File: config.mk
export PLATFORM = sky130hd
export DESIGN_NAME = riva_vldu_rtracker
export DESIGN_NICKNAME = d
export VERILOG_FILES = /design/src/rtl/riva_pkg.sv /design/src/rtl/riva_fifo.sv /design/src/rtl/riva_vldu_rtracker.sv
export SDC_FILE = /design/constraint.sdc
export NUM_CORES = 1
export LEC_CHECK = 0
export CELL_PAD_IN_SITES_DETAIL_PLACEMENT = 2
export CELL_PAD_IN_SITES_GLOBAL_PLACEMENT = 2
export CORE_ASPECT_RATIO = 0.7
export CORE_MARGIN = 3
export CORE_UTILIZATION = 21
export CTS_BUF_LIST = sky130_fd_sc_hd__clkbuf_2
export DETAILED_ROUTE_END_ITERATION = 12
export PLACE_DENSITY_LB_ADDON = 0.1
export SYNTH_ARGS = -nofsm -noshare
export SYNTH_HDL_FRONTEND = slang
export SYNTH_SLANG_ARGS = --single-unit
File: constraint.sdc
create_clock -name clk_i -period 5.25 [get_ports clk_i]
set_clock_uncertainty 0.05 [all_clocks]
set_input_delay 1.05 -clock clk_i [delete_from_list [all_inputs] [get_ports clk_i]]
set_output_delay 1.05 -clock clk_i [all_outputs]
set_load 0.005 [all_outputs]
File: src/rtl/riva_pkg.sv
// Shared types and constants for the RIVA vector load path.
// No logic beyond a pure helper function; widths derive from DLEN.
package riva_pkg;

  localparam int unsigned DLEN                   = 128;
  localparam int unsigned DlenB                  = DLEN / 8;
  localparam int unsigned DlenBLog2              = $clog2(DlenB);
  localparam int unsigned AddrWidth              = 32;
  localparam int unsigned VaddrgenInsnQueueDepth = 4;

  typedef struct packed {
    logic [AddrWidth-1:0] addr;
    logic [2:0]           size;
    logic [7:0]           len;
    logic                 is_load;
    logic                 is_exception;
  } addrgen_axi_req_t;

  typedef struct packed {
    logic [DLEN-1:0]      data;
    logic [DlenBLog2-1:0] start_byte;
    logic [DlenBLog2:0]   nbytes;
    logic                 last;
    logic                 exc;
  } vldu_beat_t;

  // Only the bus-offset bits of the address matter once a burst is queued.
  typedef struct packed {
    logic [DlenBLog2-1:0] addr_off;
    logic [2:0]           size;
    logic [7:0]           len;
    logic                 exc;
  } rtrk_entry_t;

  function automatic logic [DlenBLog2:0] beat_bytes(input logic [2:0] size);
    return (DlenBLog2 + 1)'(1) << size;
  endfunction

endpackage

File: src/rtl/riva_fifo.sv
// Generic registered FIFO: push visible at the head one cycle later, no fall-through.
// Push is refused while full and pop is ignored while empty; full/empty are register-derived.
module riva_fifo #(
  parameter type         T     = logic,
  parameter int unsigned Depth = 4
) (
  input  logic clk_i,
  input  logic rst_ni,
  input  logic push,
  input  T     wdata,
  input  logic pop,
  output T     rdata,
  output logic full,
  output logic empty
);

  localparam int unsigned Aw = $clog2(Depth);

  T           mem [Depth];
  logic [Aw:0] wptr_q, rptr_q;
  logic        do_push, do_pop;

  assign empty   = (wptr_q == rptr_q);
  assign full    = (wptr_q[Aw] != rptr_q[Aw]) && (wptr_q[Aw-1:0] == rptr_q[Aw-1:0]);
  assign do_push = push & ~full;
  assign do_pop  = pop & ~empty;
  assign rdata   = mem[rptr_q[Aw-1:0]];

  always_ff @(posedge clk_i or negedge rst_ni) begin
    if (!rst_ni) begin
      wptr_q <= '0;
      rptr_q <= '0;
    end else begin
      if (do_push) wptr_q <= wptr_q + 1'b1;
      if (do_pop)  rptr_q <= rptr_q + 1'b1;
    end
  end

  always_ff @(posedge clk_i) begin
    if (do_push) mem[wptr_q[Aw-1:0]] <= wdata;
  end

endmodule

File: src/rtl/riva_vldu_rtracker.sv
// Annotates AXI R beats with byte offset/count/last from queued AR descriptors; zero-latency R path.
// R and descriptor backpressure: r_ready follows beat_ready while a load heads the queue; desc_ready = !full.
module riva_vldu_rtracker
  import riva_pkg::*;
#(
  parameter int unsigned DescDepth    = VaddrgenInsnQueueDepth,
  parameter int unsigned AxiDataWidth = DLEN
) (
  input  logic                    clk_i,
  input  logic                    rst_ni,
  input  addrgen_axi_req_t        desc_i,
  input  logic                    desc_valid_i,
  output logic                    desc_ready_o,
  input  logic [AxiDataWidth-1:0] r_data_i,
  input  logic                    r_last_i,
  input  logic                    r_valid_i,
  output logic                    r_ready_o,
  output vldu_beat_t              beat_o,
  output logic                    beat_valid_o,
  input  logic                    beat_ready_i,
  output logic                    idle_o,
  output logic                    err_o
);

  rtrk_entry_t          in_entry, head;
  logic                 fifo_full, fifo_empty, fifo_push, fifo_pop;
  logic                 head_vld, data_vld, beat_fire, first_beat, beat_last;
  logic [7:0]           beat_cnt_q;
  logic [DlenBLog2-1:0] cur_off_q, start_byte;
  logic [DlenBLog2:0]   size_bytes, misalign, nbytes;
  logic                 err_q;
  logic                 unused_addr_hi;

  assign unused_addr_hi = ^desc_i.addr[AddrWidth-1:DlenBLog2];

  assign in_entry.addr_off = desc_i.addr[DlenBLog2-1:0];
  assign in_entry.size     = desc_i.size;
  assign in_entry.len      = desc_i.len;
  assign in_entry.exc      = desc_i.is_exception;

  // Non-load descriptors are acknowledged but never queued.
  assign desc_ready_o = ~fifo_full;
  assign fifo_push    = desc_valid_i & ~fifo_full & desc_i.is_load;

  riva_fifo #(
    .T     (rtrk_entry_t),
    .Depth (DescDepth)
  ) u_desc_fifo (
    .clk_i  (clk_i),
    .rst_ni (rst_ni),
    .push   (fifo_push),
    .wdata  (in_entry),
    .pop    (fifo_pop),
    .rdata  (head),
    .full   (fifo_full),
    .empty  (fifo_empty)
  );

  assign head_vld = ~fifo_empty;
  assign data_vld = head_vld & ~head.exc;

  always_comb begin
    size_bytes = beat_bytes(head.size);
    misalign   = {1'b0, head.addr_off} & (size_bytes - (DlenBLog2 + 1)'(1));
    first_beat = (beat_cnt_q == 8'd0);
    // The first beat of a burst starts at the address itself, possibly mid-element.
    start_byte = first_beat ? head.addr_off : cur_off_q;
    nbytes     = first_beat ? (size_bytes - misalign) : size_bytes;
    beat_last  = (beat_cnt_q == head.len);

    r_ready_o    = beat_ready_i & data_vld;
    beat_valid_o = head_vld & (head.exc | r_valid_i);
    beat_fire    = r_valid_i & r_ready_o;
    fifo_pop     = (beat_fire & beat_last) | (head_vld & head.exc & beat_ready_i);

    beat_o = '0;
    if (beat_valid_o) begin
      if (head.exc) begin
        beat_o.last = 1'b1;
        beat_o.exc  = 1'b1;
      end else begin
        beat_o.data       = r_data_i;
        beat_o.start_byte = start_byte;
        beat_o.nbytes     = nbytes;
        beat_o.last       = beat_last;
      end
    end
  end

  always_ff @(posedge clk_i or negedge rst_ni) begin
    if (!rst_ni) begin
      beat_cnt_q <= '0;
      cur_off_q  <= '0;
      err_q      <= 1'b0;
    end else begin
      if (beat_fire) begin
        beat_cnt_q <= beat_last ? 8'd0 : beat_cnt_q + 8'd1;
        // Truncation to the offset width gives the wrap around the bus width.
        cur_off_q  <= start_byte + nbytes[DlenBLog2-1:0];
      end
      if ((beat_fire && (r_last_i != beat_last)) || (r_valid_i && fifo_empty))
        err_q <= 1'b1;
    end
  end

  assign idle_o = fifo_empty & (beat_cnt_q == 8'd0);
  assign err_o  = err_q;

endmodule

==> flow_summary.json <==
{
  "status": "finished, final reports clean",
  "crit_buf_inv": 1,
  "ys_top_cells_by_area": "edfxtp_1, and2_1, dfrtp_1, mux4_1, ha_1",
  "antenna_left": 0,
  "die_area_um2": 24900,
  "crit_path_cell_trace": "mux4_2, or3_4, ha_1, xor2_1, nand2_1, ha_1, nor2b_1, o21ai_1, mux2_1, a211oi_1, clkbuf_2",
  "synthCells": 418,
  "fin_crit_sh": 0.959,
  "place_hpwl_um": 17300,
  "place_congestion": 0.835,
  "vias": 4331,
  "clk_latency_ps": 560,
  "syn_nets": 611,
  "die_y_um": 133,
  "endpoint_kind": "primary output",
  "p_total_uw": 3330,
  "path_common_cell": "ha_1",
  "yosysWarnings": 0,
  "synth.distinct_cells": 48,
  "hold_viol_final": 0,
  "drv_slew": 0,
  "synth.cells.most_frequent": "and2_1, edfxtp_1, nand2_1",
  "p_per_area_nw_per_um2": 404,
  "clockPowerShare": 0.108,
  "rsz0062_at_grt": "true",
  "rows": 45,
  "cts_tree": "yes",
  "worst_ep_required_time_ps": 4150,
  "firstDrtPassIters": 4,
  "design.core.area_um2": 22100,
  "grt_pass1_vias": 4908,
  "internal_power_uw": 2060,
  "nets": 900,
  "vias_per_cell": 4.26,
  "yosysTopAreaCell": "edfxtp_1",
  "synth_edf_count": 64,
  "globalRouteTotalUtil": 0.166,
  "crit_path_max_fanout": 6,
  "clk_pin_slew_ps": 260,
  "max_stage_delay_ps": 610,
  "p_seq_frac": 0.274,
  "avgSynthCellArea_um2": 11.5,
  "slowest_stage": "mux4_2",
  "antenna_found_initial": 0,
  "io_pins": 323,
  "ir_drop_mv": 0.173,
  "max_slew.worst_pin.slew_ps": 1070,
  "post-route-drc-count": 0,
  "async_flop_share": 0.229,
  "fin_util": 0.372,
  "p_sw_uw": 1270,
  "hold_class": "flip-flop to flip-flop",
  "port_buffers": 294,
  "grt_max_degree": 135,
  "yosysMostFrequentCell": "and2_1",
  "grt-ovfl-total": 0,
  "report.final.setup_viol": 0,
  "grt_pass1_wl_um": 31500,
  "wl_um": 21000,
  "fmax_ghz": 0.199,
  "synth.top_cell.area_share": 0.398,
  "start_util": 0.218,
  "ys.flop_type": "edfxtp_1",
  "fin_crit_ps": 5030,
  "max_slew_margin": 0.283,
  "die_w_um": 187,
  "ys_seq_elements": 83,
  "num_antenna_cells": 0,
  "cp_top_family": "multiplexers",
  "worstSetupPathType": "flip-flop to primary output",
  "drt_iter0_markers": 189,
  "syn2layout_area_growth_pct": 70.6,
  "cts_root_buf": "clkbuf_2",
  "clockBufferDepth": 2,
  "drive_above_1_share": 0.0646,
  "pwr-share-comb": 0.618,
  "drv_cap": 0,
  "cts_buffers": 9,
  "wl_per_cell_um": 20.7,
  "arrival_ps": 3930,
  "start_kind": "flip-flop",
  "synth_area_um2": 4830,
  "cellLeakagePower_uw": 0.00300,
  "netSwitchingFraction": 0.381,
  "cts.sink_count": 83,
  "htree_levels": 3,
  "ys_seq_area_frac": 0.497
}
[state kept, by name (all words and copies together), names as in the netlist]
signal / cells
u_desc_fifo.rptr_q: 3
u_desc_fifo.mem: 64
u_desc_fifo.wptr_q: 3
beat_cnt_q: 8
cur_off_q: 4
err_o: 1
[layout by cell type (no fill, tap or decap), types with 4 or more instances in the layout]
cell,synthesis,layout
nand2_1,30,30
buf_4,1,6
mux4_2,7,8
nand2b_1,6,6
a21oi_1,8,8
and2_1,138,138
o21ai_0,15,14
clkdlybuf4s50_1,0,293
ha_1,13,13
edfxtp_1,64,64
mux2i_1,4,4
nor2_1,9,9
nand3_1,5,5
mux4_1,8,7
xnor2_1,16,16
xor2_1,5,5
clkbuf_2,0,11
mux2_2,4,4
inv_1,7,7
dfrtp_1,19,18
[per-stage QoR]
stage               hold WS (ps)  TNS (ps)  setup slack [ps]  cells  instance area [µm²]
CTS                          466         0              64.0   1017                 8220
detailed placement           430         0               326    998                 8080
global route                 496     -15.1             -12.3   1017                 8230
floorplan                    400         0               984    418                 4830
finish                       465         0               218   1017                 8230
global placement             421         0               457    998                 8080
[per-layer routing]
metal / vias up / wire length, µm / global-route usage
met5: - / 0 / 0
met1: 2163 / 8590 / 0.196
met2: 141 / 11200 / 0.311
met4: 0 / 103 / 0.0193
met3: 9 / 1100 / 0.0416
li1: 2018 / - / -
[repair_timing]
| item | CTS | global route |
|---|---|---|
| pin swaps | 1 | 1 |
| hold buffers | 0 | 0 |
| gates resized for setup | 4 | 5 |
| endpoints found under the hold margin | 0 | 0 |
| setup buffers | 3 | 0 |
| setup endpoints to repair | 3 | 3 |
[cells by family (layout without fill, tap and decap cells)]
logic type,Yosys count,after routing,share of synthesized area
AND/OR/NAND/NOR,209,209,0.255
flip-flops,83,83,0.497
AO/OA/AOI/OAI,36,36,0.0435
buffers and inverters,30,324,0.0295
multiplexers,25,25,0.0993
XOR/XNOR,21,21,0.0381
adder cells (fa/ha/maj),14,14,0.0378
[power groups by stage]
stage | Clock [µW] | Sequential (µW) | Combinational [µW]
4_1_cts | 378 | 914 | 2100
2_1_floorplan | 0 | 889 | 1040
5_1_grt | 405 | 927 | 2250
3_5_place_dp | 0 | 928 | 2070
6_report | 360 | 912 | 2060
3_3_place_gp | 0 | 915 | 2010
[area by class of cell]
type / instances / area (µm²)
flip-flops and latches: 83 / 2400
fillers: 2362 / 13900
inverters: 7 / 26.3
repair buffers: 301 / 3000
well taps: 305 / 382
clock inverters: 6 / 71.3
multi-input cells: 305 / 2300
clock buffers: 10 / 50.0
[final timing paths]
check                                                  start                                 to  slack (ps)  depth (start not counted)
setup / recovery           u_desc_fifo.rptr_q[0]$_DFFE_PN0P_                          beat_o[6]         220                         11
max in group asynchronous                             rst_ni  u_desc_fifo.rptr_q[0]$_DFFE_PN0P_        3560                          1
hold / removal             u_desc_fifo.rptr_q[2]$_DFFE_PN0P_  u_desc_fifo.rptr_q[2]$_DFFE_PN0P_         460                          1
setup reg to reg           u_desc_fifo.rptr_q[0]$_DFFE_PN0P_           cur_off_q[3]$_DFFE_PN0P_        1330                         13
min in group asynchronous                             rst_ni  u_desc_fifo.wptr_q[1]$_DFFE_PN0P_         940                          1
hold reg to reg            u_desc_fifo.rptr_q[2]$_DFFE_PN0P_  u_desc_fifo.rptr_q[2]$_DFFE_PN0P_         460                          1
Note: power is estimated with default switching activity, not from simulation.
